$ cat src/rtl/adc_sample_scheduler.sv
// Multi-slot ADC sampling scheduler: per-slot auto-reload timers, round-robin service of due slots,
// one captured sample offered at a time over a held valid/ready handshake, sticky overrun flags.
module adc_sample_scheduler #(
    parameter int unsigned          NUM_SLOTS     = 4,
    parameter int unsigned          SLOT_W        = 2,
    parameter int unsigned          DATA_W        = 14,
    parameter int unsigned          TIMER_W       = 36,
    parameter logic [NUM_SLOTS-1:0] CH_MAP        = 4'b1010,
    parameter logic [TIMER_W-1:0]   DEF_INTERVAL  = 20_000_000,
    parameter logic [TIMER_W-1:0]   INTERVAL_STEP = 1_000_000,
    parameter int unsigned          GAP_CYCLES    = 5_000_000
) (
    input  logic                 clock,
    input  logic                 reset,
    input  logic                 adc_Data_out_valid,
    input  logic [DATA_W-1:0]    adc_Data_out_ch0,
    input  logic [DATA_W-1:0]    adc_Data_out_ch1,
    input  logic                 da_Ready_for_Data_in,
    output logic [DATA_W-1:0]    da_Data_in,
    output logic                 da_Data_in_valid,
    output logic [SLOT_W-1:0]    da_sensor_type,
    input  logic [TIMER_W-1:0]   sampling_interval,
    input  logic [SLOT_W-1:0]    sampling_sensor,
    input  logic                 set_sampling_interval,
    input  logic [NUM_SLOTS-1:0] slot_enable,
    output logic [NUM_SLOTS-1:0] overrun
);

    localparam int unsigned GAP_W = (GAP_CYCLES > 1) ? $clog2(GAP_CYCLES + 1) : 1;
    localparam int unsigned SUM_W = SLOT_W + 1;
    localparam logic [GAP_W-1:0]  GAP_LOAD = GAP_W'(GAP_CYCLES);
    localparam logic [SLOT_W-1:0] RR_RESET = SLOT_W'(NUM_SLOTS - 1);

    typedef enum logic [1:0] {S_IDLE, S_WAIT_ADC, S_OFFER, S_GAP} state_t;

    state_t               r_state, w_state_nx;
    logic [SLOT_W-1:0]    r_slot, w_slot_nx;
    logic [SLOT_W-1:0]    r_rr, w_rr_nx;
    logic [SLOT_W-1:0]    r_type, w_type_nx;
    logic [DATA_W-1:0]    r_data, w_data_nx;
    logic                 r_valid, w_valid_nx;
    logic [GAP_W-1:0]     r_gap, w_gap_nx;

    logic [TIMER_W-1:0]   r_interval [NUM_SLOTS];
    logic [TIMER_W-1:0]   r_timer    [NUM_SLOTS];
    logic [NUM_SLOTS-1:0] r_pending;
    logic [NUM_SLOTS-1:0] r_overrun;

    logic [NUM_SLOTS-1:0] w_cfg_hit;
    logic [NUM_SLOTS-1:0] w_expire;
    logic [NUM_SLOTS-1:0] w_clear;
    logic                 w_capture;
    logic [SLOT_W-1:0]    w_pick;
    logic                 w_found;
    logic [SUM_W-1:0]     w_sum;

    // Per-slot events; a config write suppresses that slot's expiry in the same cycle.
    always_comb begin
        w_cfg_hit = '0;
        w_expire  = '0;
        w_clear   = '0;
        w_capture = (r_state == S_WAIT_ADC) && slot_enable[r_slot] && adc_Data_out_valid;
        for (int unsigned i = 0; i < NUM_SLOTS; i++) begin
            w_cfg_hit[i] = set_sampling_interval && (sampling_sensor == SLOT_W'(i));
            w_expire[i]  = slot_enable[i] && !w_cfg_hit[i] && (r_timer[i] <= TIMER_W'(1));
            w_clear[i]   = w_capture && (r_slot == SLOT_W'(i));
        end
    end

    // Interval registers and down-counting timers; interval 0 reloads as 1.
    always_ff @(posedge clock or posedge reset) begin
        if (reset) begin
            for (int unsigned i = 0; i < NUM_SLOTS; i++) begin
                r_interval[i] <= DEF_INTERVAL + TIMER_W'(i) * INTERVAL_STEP;
                r_timer[i]    <= DEF_INTERVAL + TIMER_W'(i) * INTERVAL_STEP;
            end
        end else begin
            for (int unsigned i = 0; i < NUM_SLOTS; i++) begin
                if (w_cfg_hit[i]) begin
                    r_interval[i] <= sampling_interval;
                    r_timer[i]    <= sampling_interval;
                end else if (!slot_enable[i]) begin
                    r_timer[i] <= r_interval[i];
                end else if (w_expire[i]) begin
                    r_timer[i] <= (r_interval[i] == '0) ? TIMER_W'(1) : r_interval[i];
                end else begin
                    r_timer[i] <= r_timer[i] - TIMER_W'(1);
                end
            end
        end
    end

    // Pending and sticky overrun; an expiry coinciding with capture re-arms pending without overrun.
    always_ff @(posedge clock or posedge reset) begin
        if (reset) begin
            r_pending <= '0;
            r_overrun <= '0;
        end else begin
            for (int unsigned i = 0; i < NUM_SLOTS; i++) begin
                if (!slot_enable[i]) begin
                    r_pending[i] <= 1'b0;
                end else if (w_expire[i]) begin
                    r_pending[i] <= 1'b1;
                end else if (w_clear[i]) begin
                    r_pending[i] <= 1'b0;
                end
                if (w_cfg_hit[i]) begin
                    r_overrun[i] <= 1'b0;
                end else if (w_expire[i] && r_pending[i] && !w_clear[i]) begin
                    r_overrun[i] <= 1'b1;
                end
            end
        end
    end

    // Round-robin pick: first pending slot after the last serviced one.
    always_comb begin
        w_pick  = r_rr;
        w_found = 1'b0;
        w_sum   = '0;
        for (int unsigned k = 1; k <= NUM_SLOTS; k++) begin
            w_sum = {1'b0, r_rr} + SUM_W'(k);
            if (w_sum >= SUM_W'(NUM_SLOTS)) begin
                w_sum = w_sum - SUM_W'(NUM_SLOTS);
            end
            if (!w_found && r_pending[w_sum[SLOT_W-1:0]]) begin
                w_pick  = w_sum[SLOT_W-1:0];
                w_found = 1'b1;
            end
        end
    end

    always_comb begin
        w_state_nx = r_state;
        w_slot_nx  = r_slot;
        w_rr_nx    = r_rr;
        w_type_nx  = r_type;
        w_data_nx  = r_data;
        w_valid_nx = r_valid;
        w_gap_nx   = r_gap;
        case (r_state)
            S_IDLE: begin
                if (w_found) begin
                    w_slot_nx  = w_pick;
                    w_state_nx = S_WAIT_ADC;
                end
            end
            S_WAIT_ADC: begin
                if (!slot_enable[r_slot]) begin
                    w_state_nx = S_IDLE;
                end else if (adc_Data_out_valid) begin
                    w_data_nx  = CH_MAP[r_slot] ? adc_Data_out_ch1 : adc_Data_out_ch0;
                    w_type_nx  = r_slot;
                    w_valid_nx = 1'b1;
                    w_rr_nx    = r_slot;
                    w_state_nx = S_OFFER;
                end
            end
            S_OFFER: begin
                if (da_Ready_for_Data_in) begin
                    w_valid_nx = 1'b0;
                    if (GAP_CYCLES == 0) begin
                        w_state_nx = S_IDLE;
                    end else begin
                        w_gap_nx   = GAP_LOAD;
                        w_state_nx = S_GAP;
                    end
                end
            end
            S_GAP: begin
                w_gap_nx = r_gap - GAP_W'(1);
                if (r_gap <= GAP_W'(1)) begin
                    w_state_nx = S_IDLE;
                end
            end
            default: w_state_nx = S_IDLE;
        endcase
    end

    always_ff @(posedge clock or posedge reset) begin
        if (reset) begin
            r_state <= S_IDLE;
            r_slot  <= '0;
            r_rr    <= RR_RESET;
            r_type  <= '0;
            r_data  <= '0;
            r_valid <= 1'b0;
            r_gap   <= '0;
        end else begin
            r_state <= w_state_nx;
            r_slot  <= w_slot_nx;
            r_rr    <= w_rr_nx;
            r_type  <= w_type_nx;
            r_data  <= w_data_nx;
            r_valid <= w_valid_nx;
            r_gap   <= w_gap_nx;
        end
    end

    assign da_Data_in       = r_data;
    assign da_Data_in_valid = r_valid;
    assign da_sensor_type   = r_type;
    assign overrun          = r_overrun;

endmodule
$ cat config.mk
export PLATFORM = sky130hd
export DESIGN_NAME = adc_sample_scheduler
export DESIGN_NICKNAME = d
export VERILOG_FILES = /design/src/rtl/adc_sample_scheduler.sv
export SDC_FILE = /design/constraint.sdc
export NUM_CORES = 1
export LEC_CHECK = 0
export CAP_MARGIN = 20
export CORE_ASPECT_RATIO = 1.1
export CORE_MARGIN = 1
export CORE_UTILIZATION = 55
export DETAILED_ROUTE_END_ITERATION = 8
export PLACE_DENSITY = 0.74
export SLEW_MARGIN = 20
export SYNTH_ARGS = -nofsm -noshare
export SYNTH_HDL_FRONTEND = slang
export SYNTH_SLANG_ARGS = --single-unit
$ cat constraint.sdc
create_clock -name clock -period 16.34 [get_ports clock]
set_input_delay 4.902 -clock clock [delete_from_list [all_inputs] [get_ports clock]]
set_output_delay 4.902 -clock clock [all_outputs]
set_load 0.02 [all_outputs]
==> flow_summary.rst, run 1 <==
.. list-table::
   :header-rows: 1

   * - Metric
     - Value
   * - Status
     - complete, no violations
   * - Switching part of the total
     - between 30% and 40%
   * - Synth Register Bits
     - 342
   * - Remaining number of nets flagged by the antenna check after routing
     - 0
   * - Post-synthesis to final-layout area growth
     - 14.8%
   * - Gate count after technology mapping
     - ~2,000
   * - CP Launch Point
     - sampling_sensor[0]
   * - Met1 Wirelength
     - about 21,000 µm
   * - Total core area
     - between 30,000 and 40,000 µm²
   * - Stage delay of the slowest cell on the critical path
     - just over 600 ps
   * - Slowest CP cell
     - sky130_fd_sc_hd__or4_1
   * - Clock tree buffer depth
     - 3
   * - Post-layout nets
     - 2,120
   * - Max-capacitance violation count
     - 0
   * - Maximum fanout along the worst path
     - between 60 and 70
   * - Top-level I/O count
     - 96
   * - Kind of start point of the critical path
     - primary input
   * - Post-detail-place hpwl
     - around 32,000 µm
   * - Number of warnings printed during yosys synthesis
     - 0
   * - Number of buffers created by CTS
     - 38
   * - Part of the total power dissipated in combinational logic
     - 20.8%
   * - Setup repair after global routing missed its margin
     - false
   * - Cell area after synthesis
     - 17,600 µm²
   * - Net switching power figure
     - ~830 µW
   * - Number of clock sinks
     - 342
   * - Total of hold buffers inserted after clock tree synthesis
     - 0
   * - Number of remaining DRC errors
     - 0
   * - Maximum number of pins on one net before global-route repair
     - 154
   * - Count of flip-flops with a built-in enable after synthesis
     - 0
   * - Antenna violations before repair
     - 0
   * - Clk_skew
     - between 8 and 9 ps
   * - Mean number of vias per cell
     - between 6 and 7
   * - P_leak
     - between 8 and 9 nW
   * - Die width
     - approximately 170 µm
   * - Transition at the pin with the smallest max-transition slack
     - between 900 and 1000 ps
   * - Average instance area after synthesis
     - between 8 and 9 µm²
   * - Post-Place Setup Slack
     - 7960 ps
   * - Filler instances
     - ~2,600
   * - Routed WL
     - ~50,000 µm
   * - Final-layout setup total negative slack
     - 0 ps
   * - Number of port buffers
     - 95
   * - Number of global-route vias before repair
     - about 15,000
   * - Area taken by multi-input logic gates
     - about 8400 µm²
   * - Clock insertion delay at the later pin of the skew report
     - 520 ps
   * - Reg area
     - a little under 9000 µm²
   * - Worst hold path type
     - register to register
   * - Post-route minimum period
     - roughly 7900 ps
   * - Gpl congestion
     - roughly 0.86
   * - Sum of met2 wire segment lengths after detailed routing
     - roughly 22,000 µm
   * - Proportion of synthesized flip-flops having asynchronous set or reset
     - 100%
   * - CP endpoint kind
     - register
   * - Total setup buffers inserted after CTS
     - 0
   * - Finish-stage setup viols
     - 0
   * - Cell Int Power
     - 1.84 mW
   * - Part of the total power dissipated in sequential elements
     - 44.9%
   * - Number of nets in the synthesized netlist
     - 2,069
   * - Total GRT Usage
     - roughly 31%
   * - Fin. Hold Viols
     - 0
   * - Beginning of the worst hold path
     - r_interval[15]
   * - Flip-flop cell with the highest count after synthesis
     - sky130_fd_sc_hd__dfrtp_1
   * - Top layer used by detailed routing
     - met4
   * - Peak ir drop on the vdd network
     - a little under 0.08 mV
   * - Ratio of cells with drive above 1 in the final layout
     - 10.4%
   * - Total via count after detailed routing
     - between 15,000 and 20,000
   * - Die area
     - 32,600 µm²
   * - Critical-path cell list
     - clkdlybuf4s50_1 -> and3b_2 -> buf_4 -> or4_1 -> or4_1 -> o31ai_4 -> buf_4 -> a22oi_1 -> o21ai_0
   * - Power per Cell Area
     - roughly 130 nW/µm²
   * - Global-route wire length before repair
     - 78,400 µm
   * - Clock network fraction of total power
     - 34.3%
   * - Global route total overflow
     - 0
   * - Fin worst setup slack
     - 8430 ps
   * - Maximum achievable frequency
     - roughly 130 MHz
   * - Buffer cell driving the clock tree root
     - sky130_fd_sc_hd__clkbuf_16
   * - Std-Cell Rows
     - approximately 70
   * - Start-to-end type of the worst setup path
     - primary input to register
   * - Final count of pins violating max slew
     - 0
   * - TritonCTS clock tree
     - built
   * - Average wire length per cell after detail routing
     - around 20 µm
   * - Distinct cell type count after synthesis
     - 74
   * - Post-cts resize count
     - 0
   * - Final cycle utilization of the critical path
     - 48.4%
   * - Met3 wire length
     - roughly 3900 µm
   * - Floorplan die height
     - ~190 µm
   * - Iter 0 DRT Violations
     - about 1,500
   * - Part of the Yosys area used for sequential elements
     - between 40% and 50%
   * - Required time of the critical path
     - approximately 17,000 ps
   * - Reg2reg start
     - r_timer[122]
   * - Number of H-tree levels
     - 2
   * - WP data arrival
     - between 8000 and 9000 ps
   * - Effective utilization at floorplan
     - between 50% and 60%
   * - Clk pin slew, worst setup/hold paths
     - about 60 ps
   * - Worst slew margin relative to its limit
     - roughly a third
   * - First-pass detailed-route iteration total
     - 8
==> critical path: cells and delay by family <==
| kind | cells | cell delay, ps |
|---|---|---|
| and+or+nand+nor | 3 | 1450 |
| buffers and inverters | 3 | 1260 |
| AOI/OAI and AO/OA | 3 | 670 |
==> final cells by class <==
type                    count  area share, %
clock inverters            17           1.13
clock buffers              53           5.61
flip-flops and latches    342           43.0
inverters                  21          0.428
diodes                      2         0.0248
well taps                 420           2.61
repair buffers            116           5.56
multi-input cells        1516           41.6
==> synth_stat cells, types with 7 or more instances <==
| master | number | area (µm²) |
|---|---|---|
| sky130_fd_sc_hd__dfstp_2 | 86 | 2260 |
| sky130_fd_sc_hd__a2bb2oi_1 | 7 | 61.3 |
| sky130_fd_sc_hd__xor2_1 | 83 | 727 |
| sky130_fd_sc_hd__a221oi_1 | 66 | 578 |
| sky130_fd_sc_hd__a31oi_1 | 7 | 43.8 |
| sky130_fd_sc_hd__nand2b_1 | 8 | 50.1 |
| sky130_fd_sc_hd__a22oi_1 | 44 | 330 |
| sky130_fd_sc_hd__buf_1 | 7 | 26.3 |
| sky130_fd_sc_hd__nand2_1 | 527 | 1980 |
| sky130_fd_sc_hd__xnor2_1 | 37 | 324 |
| sky130_fd_sc_hd__or2_2 | 8 | 50.1 |
| sky130_fd_sc_hd__nor2_1 | 219 | 822 |
| sky130_fd_sc_hd__nor4_1 | 90 | 563 |
| sky130_fd_sc_hd__inv_1 | 21 | 78.8 |
| sky130_fd_sc_hd__nor3_1 | 57 | 285 |
| sky130_fd_sc_hd__dfrtp_1 | 256 | 6410 |
| sky130_fd_sc_hd__o221ai_1 | 7 | 61.3 |
| sky130_fd_sc_hd__buf_2 | 9 | 45.0 |
| sky130_fd_sc_hd__clkbuf_1 | 78 | 293 |
| sky130_fd_sc_hd__nand3b_1 | 7 | 52.6 |
| sky130_fd_sc_hd__or3_1 | 26 | 163 |
| sky130_fd_sc_hd__o41ai_1 | 8 | 70.1 |
| sky130_fd_sc_hd__nand4_1 | 17 | 106 |
| sky130_fd_sc_hd__o21ai_1 | 29 | 145 |
| sky130_fd_sc_hd__mux2i_1 | 27 | 270 |
| sky130_fd_sc_hd__a21oi_1 | 17 | 85.1 |
| sky130_fd_sc_hd__or4_1 | 24 | 180 |
| sky130_fd_sc_hd__o21ai_0 | 81 | 405 |
| sky130_fd_sc_hd__ha_1 | 10 | 125 |
| sky130_fd_sc_hd__nand3_1 | 32 | 160 |
==> path summary, 6_finish.rpt <==
path / to / slack (ps) / depth (start not counted)
worst max register to register: r_timer[121] / 12950 / 7
worst max-delay path: r_timer[97] / 8430 / 9
min in group asynchronous: da_Data_in[5] / 4910 / 2
worst min-delay path: r_interval[15] / 470 / 2
max in group asynchronous: r_timer[138] / 9270 / 4
worst min register to register: r_interval[15] / 470 / 2
==> state kept, by name, summed over array words and instances, names as in the netlist, named ones only <==
name,flops
r_interval,144
da_Data_in_valid,1
r_gap,23
da_Data_in,14
overrun,4
r_slot,2
da_sensor_type,2
r_rr,2
r_state,1
r_timer,144
r_pending,4
==> per-stage QoR <==
stage | instance area, µm² | std cells | util, % | power, mW | hold slack, ps
2_1_floorplan | 17600 | 1984 | - | 1.55 | 436
3_3_place_gp | 18800 | 2415 | 59.9 | 1.73 | 452
3_5_place_dp | 18800 | 2415 | 59.9 | 1.75 | 460
4_1_cts | 20200 | 2485 | 64.2 | 2.68 | 470
5_1_grt | 20200 | 2485 | 64.2 | 2.80 | 478
6_report | 20200 | 2487 | 64.2 | 2.67 | 468
==> layer usage <==
layer  GRT usage [%]  up-vias
met5               0        -
met4            14.4        0
met3            5.92      106
met2            47.0      591
met1            43.1     7493
li1                -     7070
==> power groups by stage <==
stage | clock [mW] | sequential, mW | combinational, mW
2_1_floorplan | 0 | 1.18 | 0.371
3_3_place_gp | 0 | 1.20 | 0.533
3_5_place_dp | 0 | 1.20 | 0.551
4_1_cts | 0.930 | 1.19 | 0.554
5_1_grt | 0.966 | 1.22 | 0.619
6_report | 0.916 | 1.20 | 0.554
==> logic make-up after synthesis <==
logic type,synth area share (%)
AO/OA/AOI/OAI,12.0
XOR/XNOR,5.99
adder cells (fa/ha/maj),0.713
buffers and inverters,3.09
flip-flops,49.3
multiplexers,1.73
AND/OR/NAND/NOR,27.2
==> layout by cell type, fill, tap and decap left out, types with 5 or more instances in the layout <==
cell,instances
sky130_fd_sc_hd__nand2_1,527
sky130_fd_sc_hd__dfrtp_1,256
sky130_fd_sc_hd__nor2_1,218
sky130_fd_sc_hd__clkdlybuf4s50_1,95
sky130_fd_sc_hd__nor4_1,90
sky130_fd_sc_hd__dfstp_2,86
sky130_fd_sc_hd__xor2_1,83
sky130_fd_sc_hd__o21ai_0,80
sky130_fd_sc_hd__a221oi_1,66
sky130_fd_sc_hd__nor3_1,57
sky130_fd_sc_hd__a22oi_1,44
sky130_fd_sc_hd__clkbuf_16,41
sky130_fd_sc_hd__xnor2_1,37
sky130_fd_sc_hd__nand3_1,31
sky130_fd_sc_hd__o21ai_1,29
sky130_fd_sc_hd__mux2i_1,27
sky130_fd_sc_hd__or3_1,26
sky130_fd_sc_hd__or4_1,24
sky130_fd_sc_hd__inv_1,20
sky130_fd_sc_hd__buf_4,20
sky130_fd_sc_hd__nand4_1,17
sky130_fd_sc_hd__a21oi_1,15
sky130_fd_sc_hd__ha_1,10
sky130_fd_sc_hd__o41ai_1,8
sky130_fd_sc_hd__nand2b_1,8
sky130_fd_sc_hd__or2_2,8
sky130_fd_sc_hd__nand3b_1,7
sky130_fd_sc_hd__o221ai_1,7
sky130_fd_sc_hd__a31oi_1,7
sky130_fd_sc_hd__a2bb2oi_1,7
sky130_fd_sc_hd__o31ai_1,6
sky130_fd_sc_hd__clkinv_2,6
sky130_fd_sc_hd__clkbuf_8,6
sky130_fd_sc_hd__clkbuf_1,6
sky130_fd_sc_hd__o211ai_1,5
sky130_fd_sc_hd__o21a_1,5
sky130_fd_sc_hd__bufinv_16,5
No activity file was read; power rests on OpenSTA's default activity.
==> run 2: changes to the inputs <==
Settings changed: PLACE_DENSITY 0.74 to 0.77.
Clock period 16.34 ns to 6.8 ns, I/O delays scaled along.
==> run 2 against run 1 <==
- final cell count is 0.24% lower
- wire length is 0.63% higher
- critical path depth is 1 lower
- worst hold slack better by 0.58 ps
- first-iteration DRC count is 5.0% lower
- count of clock-buffer cells in the layout is 1 higher
- clock power is 130% higher
- global-route usage is 0.24 points higher
- utilization is 0.28 points lower
- register-to-register slack worse by 9500 ps
- total power is 140% higher
- sequential power is 140% higher
- largest cell class unchanged
==> flow_summary.rst, run 2 (same netlist as run 1, synthesis figures left out) <==
.. list-table::
   :header-rows: 1

   * - Metric
     - Value
   * - Clock insertion delay at the later pin of the skew report
     - 530 ps
   * - Final cycle utilization of the critical path
     - a little under three quarters
   * - Clk pin slew, worst setup/hold paths
     - 60 ps
   * - Mean number of vias per cell
     - ~6.1
   * - Required time of the critical path
     - 7250 ps
   * - Floorplan die height
     - approximately 190 µm
   * - Final count of pins violating max slew
     - 0
   * - Buffer cell driving the clock tree root
     - sky130_fd_sc_hd__clkbuf_16
   * - Global route total overflow
     - 0
   * - Die area
     - ~33,000 µm²
   * - Ratio of cells with drive above 1 in the final layout
     - about a tenth
   * - Power per Cell Area
     - about 310 nW/µm²
   * - Final-layout setup total negative slack
     - 0 ps
   * - Status
     - complete, no violations
   * - Maximum fanout along the worst path
     - 21
   * - Total GRT Usage
     - a little under a third
   * - Iter 0 DRT Violations
     - between 1,000 and 1,500
   * - Fin. Hold Viols
     - 0
   * - Setup repair after global routing missed its margin
     - false
   * - Post-route minimum period
     - between 4000 and 5000 ps
   * - Antenna violations before repair
     - 0
   * - Clock tree buffer depth
     - 3
   * - Largest registers
     - r_interval x144, r_timer x144, r_gap x23
   * - Post-cts resize count
     - 0
   * - P_leak
     - between 8 and 9 nW
   * - Worst hold path type
     - register to register
   * - Transition at the pin with the smallest max-transition slack
     - about 1100 ps
   * - Total of hold buffers inserted after clock tree synthesis
     - 0
   * - Effective utilization at floorplan
     - between 50% and 60%
   * - Total setup buffers inserted after CTS
     - 0
   * - Number of buffers created by CTS
     - 37
   * - Filler instances
     - 2,556
   * - Routed WL
     - approximately 50,000 µm
   * - Die width
     - approximately 170 µm
   * - Kind of start point of the critical path
     - primary input
   * - Number of diodes
     - 0
   * - Maximum number of pins on one net before global-route repair
     - about 160
   * - WP data arrival
     - around 5300 ps
   * - Slowest CP cell
     - sky130_fd_sc_hd__clkdlybuf4s50_1
   * - Share of the core filled with cells
     - between 60 and 70%
   * - Number of buffers and inverters on the critical path
     - 2
   * - CP endpoint kind
     - register
   * - Number of H-tree levels
     - 2
   * - Number of clock sinks
     - 342
   * - Peak ir drop on the vdd network
     - about 0.2 mV
   * - Highest-count cells in the layout ignoring fill and taps
     - sky130_fd_sc_hd__nand2_1 (527), sky130_fd_sc_hd__dfrtp_1 (256), sky130_fd_sc_hd__nor2_1 (218)
   * - Most frequent standard cell in the layout excluding fill and tap cells
     - sky130_fd_sc_hd__nand2_1
   * - Number of port buffers
     - 95
   * - Global-route wire length before repair
     - between 70,000 and 80,000 µm
   * - Number of global-route vias before repair
     - about 15,000
   * - Std-Cell Rows
     - 68
   * - Max-capacitance violation count
     - 0
   * - Post-synthesis to final-layout area growth
     - 14.3%
   * - Finish-stage setup viols
     - 0
   * - Number of remaining DRC errors
     - 0
   * - Worst slew margin relative to its limit
     - 27.8%
   * - Average wire length per cell after detail routing
     - approximately 20 µm
   * - First-pass detailed-route iteration total
     - 8
   * - Stage delay of the slowest cell on the critical path
     - ~620 ps
   * - Total via count after detailed routing
     - between 15,000 and 20,000
   * - Post-detail-place hpwl
     - around 33,000 µm
   * - Post-layout nets
     - 2,118
   * - Dominant delay contributor by cell family on the critical path
     - simple AND/OR/NAND/NOR gates
   * - Total core area
     - 31,400 µm²
   * - Maximum achievable frequency
     - around 210 MHz
   * - Gpl congestion
     - approximately 0.90
   * - TritonCTS clock tree
     - built
   * - Remaining number of nets flagged by the antenna check after routing
     - 0
   * - Crit-path most repeated cell
     - sky130_fd_sc_hd__or4_1
   * - Critical-path cell list
     - clkdlybuf4s50_1 -> and3b_2 -> or4_1 -> or4_1 -> o31ai_4 -> buf_4 -> a22oi_1 -> o21ai_0
   * - Clk_skew
     - roughly 17 ps
   * - Top-level I/O count
     - between 90 and 100
   * - Start-to-end type of the worst setup path
     - primary input to register
-- run 2: path summary, 6_finish.rpt --
check | slack (ps) | endpoint | cells past startpoint | startpoint
min in group asynchronous | 1910 | r_interval[102] | 2 | reset
max in group asynchronous | 3700 | r_timer[28] | 3 | reset
max | 1950 | r_timer[80] | 8 | sampling_sensor[1]
min | 470 | r_interval[121] | 2 | r_interval[121]
min reg2reg | 470 | r_interval[121] | 2 | r_interval[121]
max reg2reg | 3420 | r_timer[80] | 7 | r_timer[92]
-- run 2: stage by stage --
stage	std cells	cell area (µm²)	worst slack [ps]	power (mW)	hold WS (ps)
floorplan	1984	17600	256	3.73	436
global placement	2414	18800	1540	4.16	451
detailed placement	2414	18800	1440	4.21	456
CTS	2481	20100	1990	6.31	466
global route	2481	20100	1770	6.63	477
finish	2481	20100	1950	6.30	468
-- run 2: worst reg2reg max path, cell delays in order, from the launching register on --
cell,delay [ps]
sky130_fd_sc_hd__dfrtp_1,460
sky130_fd_sc_hd__nor4_1,610
sky130_fd_sc_hd__nand2_1,350
sky130_fd_sc_hd__or4_1,660
sky130_fd_sc_hd__o31ai_4,530
sky130_fd_sc_hd__buf_4,380
sky130_fd_sc_hd__a22oi_1,130
sky130_fd_sc_hd__o21ai_0,190
-- run 2: report_power, final --
part	switching [mW]	internal, mW	leakage, nW
clock	0.830	1.26	0.631
sequential	0.390	2.49	4.08
combinational	0.752	0.579	4.16
-- run 2: per-layer routing --
layer	up-vias	global-route usage [%]	wire length [µm]
li1	7055	-	-
met1	7381	41.0	20200
met2	648	50.1	23100
met3	155	4.54	3740
met4	0	16.5	2810
met5	-	0	0
-- run 2: layout make-up --
cell class / instances / area [µm²] / area share (%)
Sequential cell: 342 / 8670 / 43.2
Multi-Input combinational cell: 1516 / 8400 / 41.8
Timing Repair Buffer: 115 / 1130 / 5.61
Clock buffer: 54 / 1120 / 5.59
Tap cell: 420 / 526 / 2.62
Clock inverter: 13 / 150 / 0.748
Inverter: 21 / 82.6 / 0.411
==> run 3: changes to the inputs <==
Clock period 6.8 ns to 4.12 ns, I/O delays scaled along.
==> run 3 against run 2 <==
- clock skew up 9.0 ps
- sequential cell count unchanged
- register-to-register slack worse by 2600 ps
- non-clock buffer count rose by 25
- largest cell class unchanged
==> flow_summary.rst, run 3 (same netlist as run 1, synthesis figures left out) <==
.. list-table::
   :header-rows: 1

   * - Metric
     - Value
   * - Status
     - complete, no violations
   * - Global-route wire length before repair
     - 79,500 µm
   * - Fin. Hold Viols
     - 0
   * - Global route total overflow
     - 0
   * - Setup repair after global routing missed its margin
     - false
   * - Maximum fanout along the worst path
     - 14
   * - Slowest CP cell
     - sky130_fd_sc_hd__or4_1
   * - Mean number of vias per cell
     - around 6.1
   * - Buffer cell driving the clock tree root
     - sky130_fd_sc_hd__clkbuf_16
   * - Number of buffers created by CTS
     - 36
   * - Highest-count cells in the layout ignoring fill and taps
     - sky130_fd_sc_hd__nand2_1 (527), sky130_fd_sc_hd__dfrtp_1 (256), sky130_fd_sc_hd__nor2_1 (218)
   * - Met1 Wirelength
     - 19,800 µm
   * - Power per Cell Area
     - 511 nW/µm²
   * - Part of the total power dissipated in combinational logic
     - between 20% and 30%
   * - Final count of pins violating max slew
     - 0
   * - Finish-stage setup viols
     - 0
   * - Clk pin slew, worst setup/hold paths
     - ~60 ps
   * - Clk_skew
     - 25.6 ps
   * - Final cycle utilization of the critical path
     - 85.1%
   * - Post-route minimum period
     - roughly 3500 ps
   * - Total setup buffers inserted after CTS
     - 0
   * - Number of global-route vias before repair
     - roughly 15,000
   * - Dominant delay contributor by cell family on the critical path
     - simple AND/OR/NAND/NOR gates
   * - Ratio of cells with drive above 1 in the final layout
     - about 11%
   * - Average wire length per cell after detail routing
     - about 20 µm
   * - Iter 0 DRT Violations
     - 1,338
   * - Std-Cell Rows
     - 68
   * - Total GRT Usage
     - between 30% and 40%
   * - Total core area
     - about 31,000 µm²
   * - Number of buffers and inverters on the critical path
     - 2
   * - Post-layout nets
     - between 2,000 and 2,500
   * - Antenna violations before repair
     - 1
   * - Number of remaining DRC errors
     - 0
   * - Number of port buffers
     - 95
   * - R2r endpoint
     - r_timer[9]
   * - Largest registers
     - r_interval x144, r_timer x144, r_gap x23
   * - Worst slew margin relative to its limit
     - between 30% and 40%
   * - Remaining number of nets flagged by the antenna check after routing
     - 0
   * - Required time of the critical path
     - about 4600 ps
   * - Critical-path cell list
     - clkdlybuf4s50_1 -> and3b_2 -> or4_1 -> or4_1 -> o31ai_4 -> buf_4 -> a22oi_1 -> o21ai_0
   * - Number of clock sinks
     - approximately 340
   * - Worst-case hold path end point
     - r_gap[10]
   * - Worst-case reg-to-reg path depth
     - 7
   * - Effective utilization at floorplan
     - between 50% and 60%
   * - Post-cts resize count
     - 0
   * - Met3 wire length
     - approximately 3800 µm
   * - Transition at the pin with the smallest max-transition slack
     - between 900 and 1000 ps
   * - Number of H-tree levels
     - 2
   * - Gpl congestion
     - a little over 0.9
   * - Beginning of the worst hold path
     - r_gap[10]
   * - Die area
     - between 30,000 and 40,000 µm²
   * - Most frequent standard cell in the layout excluding fill and tap cells
     - sky130_fd_sc_hd__nand2_1
   * - Power after layout
     - ~10 mW
   * - Maximum achievable frequency
     - about 290 MHz
   * - CP endpoint kind
     - register
   * - Clock insertion delay at the later pin of the skew report
     - about 540 ps
   * - Top-level I/O count
     - between 90 and 100
   * - Worst hold path type
     - register to register
   * - Reg2reg start
     - r_timer[10]
   * - Top layer used by detailed routing
     - met4
   * - Inst Count DP
     - roughly 2,400
   * - First-pass detailed-route iteration total
     - 5
   * - Start-to-end type of the worst setup path
     - primary input to register
   * - Peak ir drop on the vdd network
     - around 0.37 mV
   * - Hold path cells
     - 1
   * - Sum of met2 wire segment lengths after detailed routing
     - 23,500 µm
   * - Maximum number of pins on one net before global-route repair
     - 86
   * - Cell Int Power
     - between 7 and 8 mW
   * - Die width
     - 172 µm
   * - Total via count after detailed routing
     - approximately 15,000
   * - P_leak
     - 8.99 nW
   * - Stage delay of the slowest cell on the critical path
     - roughly 550 ps
   * - Net switching power figure
     - between 3 and 4 mW
   * - WP data arrival
     - slightly below 4000 ps
   * - Clock network fraction of total power
     - around a third
   * - Post-synthesis to final-layout area growth
     - 15.7%
   * - Max-capacitance violation count
     - 0
   * - Total of hold buffers inserted after clock tree synthesis
     - 0
   * - Kind of start point of the critical path
     - primary input
   * - Floorplan die height
     - between 150 and 200 µm
   * - Number of standard cells in the layout, taps in and fillers out
     - between 2,000 and 3,000
   * - Part of the total power dissipated in sequential elements
     - approximately 46%
   * - Crit-path most repeated cell
     - sky130_fd_sc_hd__or4_1
   * - TritonCTS clock tree
     - built
   * - Routed WL
     - between 40,000 and 50,000 µm
   * - Reg2Reg Setup Slack
     - roughly 830 ps
   * - Switching part of the total
     - between 30% and 40%
   * - Post-detail-place hpwl
     - 34,300 µm
   * - Clock tree buffer depth
     - 3
run 3: cell count changes in the layout (fill, tap and decap cells not counted), sizes merged:
| cell | previous run | this run |
|---|---|---|
| inv | 21 | 23 |
| clkbuf | 54 | 55 |
| diode | 0 | 1 |
| clkinvlp | 2 | 3 |
| clkinv | 8 | 3 |
| buf | 20 | 45 |
run 3: area by class of cell:
cell class | instances | area [µm²]
Timing Repair Buffer | 140 | 1390
Fill cell | 2539 | 11100
Multi-Input combinational cell | 1516 | 8400
Clock buffer | 55 | 1100
Sequential cell | 342 | 8670
Clock inverter | 11 | 146
Inverter | 21 | 82.6
Antenna cell | 1 | 2.50
Tap cell | 420 | 526
run 3: stage by stage:
stage	hold WS, ps	setup WS [ps]	util [%]	area [µm²]	TNS (ps)
2_1_floorplan	436	-1620	-	17600	-449010
3_3_place_gp	450	126	60.7	19100	0
3_5_place_dp	459	88.8	60.7	19100	0
4_1_cts	469	636	64.7	20300	0
5_1_grt	482	513	64.7	20300	0
6_report	464	612	64.7	20300	0
run 3: metal layers:
| layer | up-vias | track usage (%) |
|---|---|---|
| met5 | - | 0 |
| met4 | 0 | 16.9 |
| met3 | 122 | 5.12 |
| met2 | 612 | 50.7 |
| met1 | 7490 | 39.9 |
| li1 | 7115 | - |
run 3: how the worst max path moves through the flow:
stage / endpoint / cells after the start / start
2_1_floorplan: async pin / 1 / reset
3_5_place_dp: r_timer[82] / 8 / sampling_sensor[1]
6_report: r_timer[82] / 8 / sampling_sensor[1]
4_1_cts: r_timer[82] / 8 / sampling_sensor[1]
3_3_place_gp: r_timer[80] / 8 / sampling_sensor[1]
5_1_grt: r_timer[75] / 8 / sampling_sensor[1]
run 3: worst reg2reg max path: cells and delay by family (launching register included):
kind / cells / cell delay [ps]
compound gates: 3 / 690
flops: 1 / 400
buf+inv: 1 / 340
simple gates: 3 / 1780
run 3: power by group through the flow:
| stage | logic (mW) | clock network [mW] | registers (mW) |
|---|---|---|---|
| after floorplan | 1.47 | 0 | 4.69 |
| after global placement | 2.13 | 0 | 4.74 |
| after detailed placement | 2.22 | 0 | 4.77 |
| after CTS | 2.24 | 3.45 | 4.73 |
| after global routing | 2.49 | 3.58 | 4.83 |
| final | 2.24 | 3.40 | 4.75 |
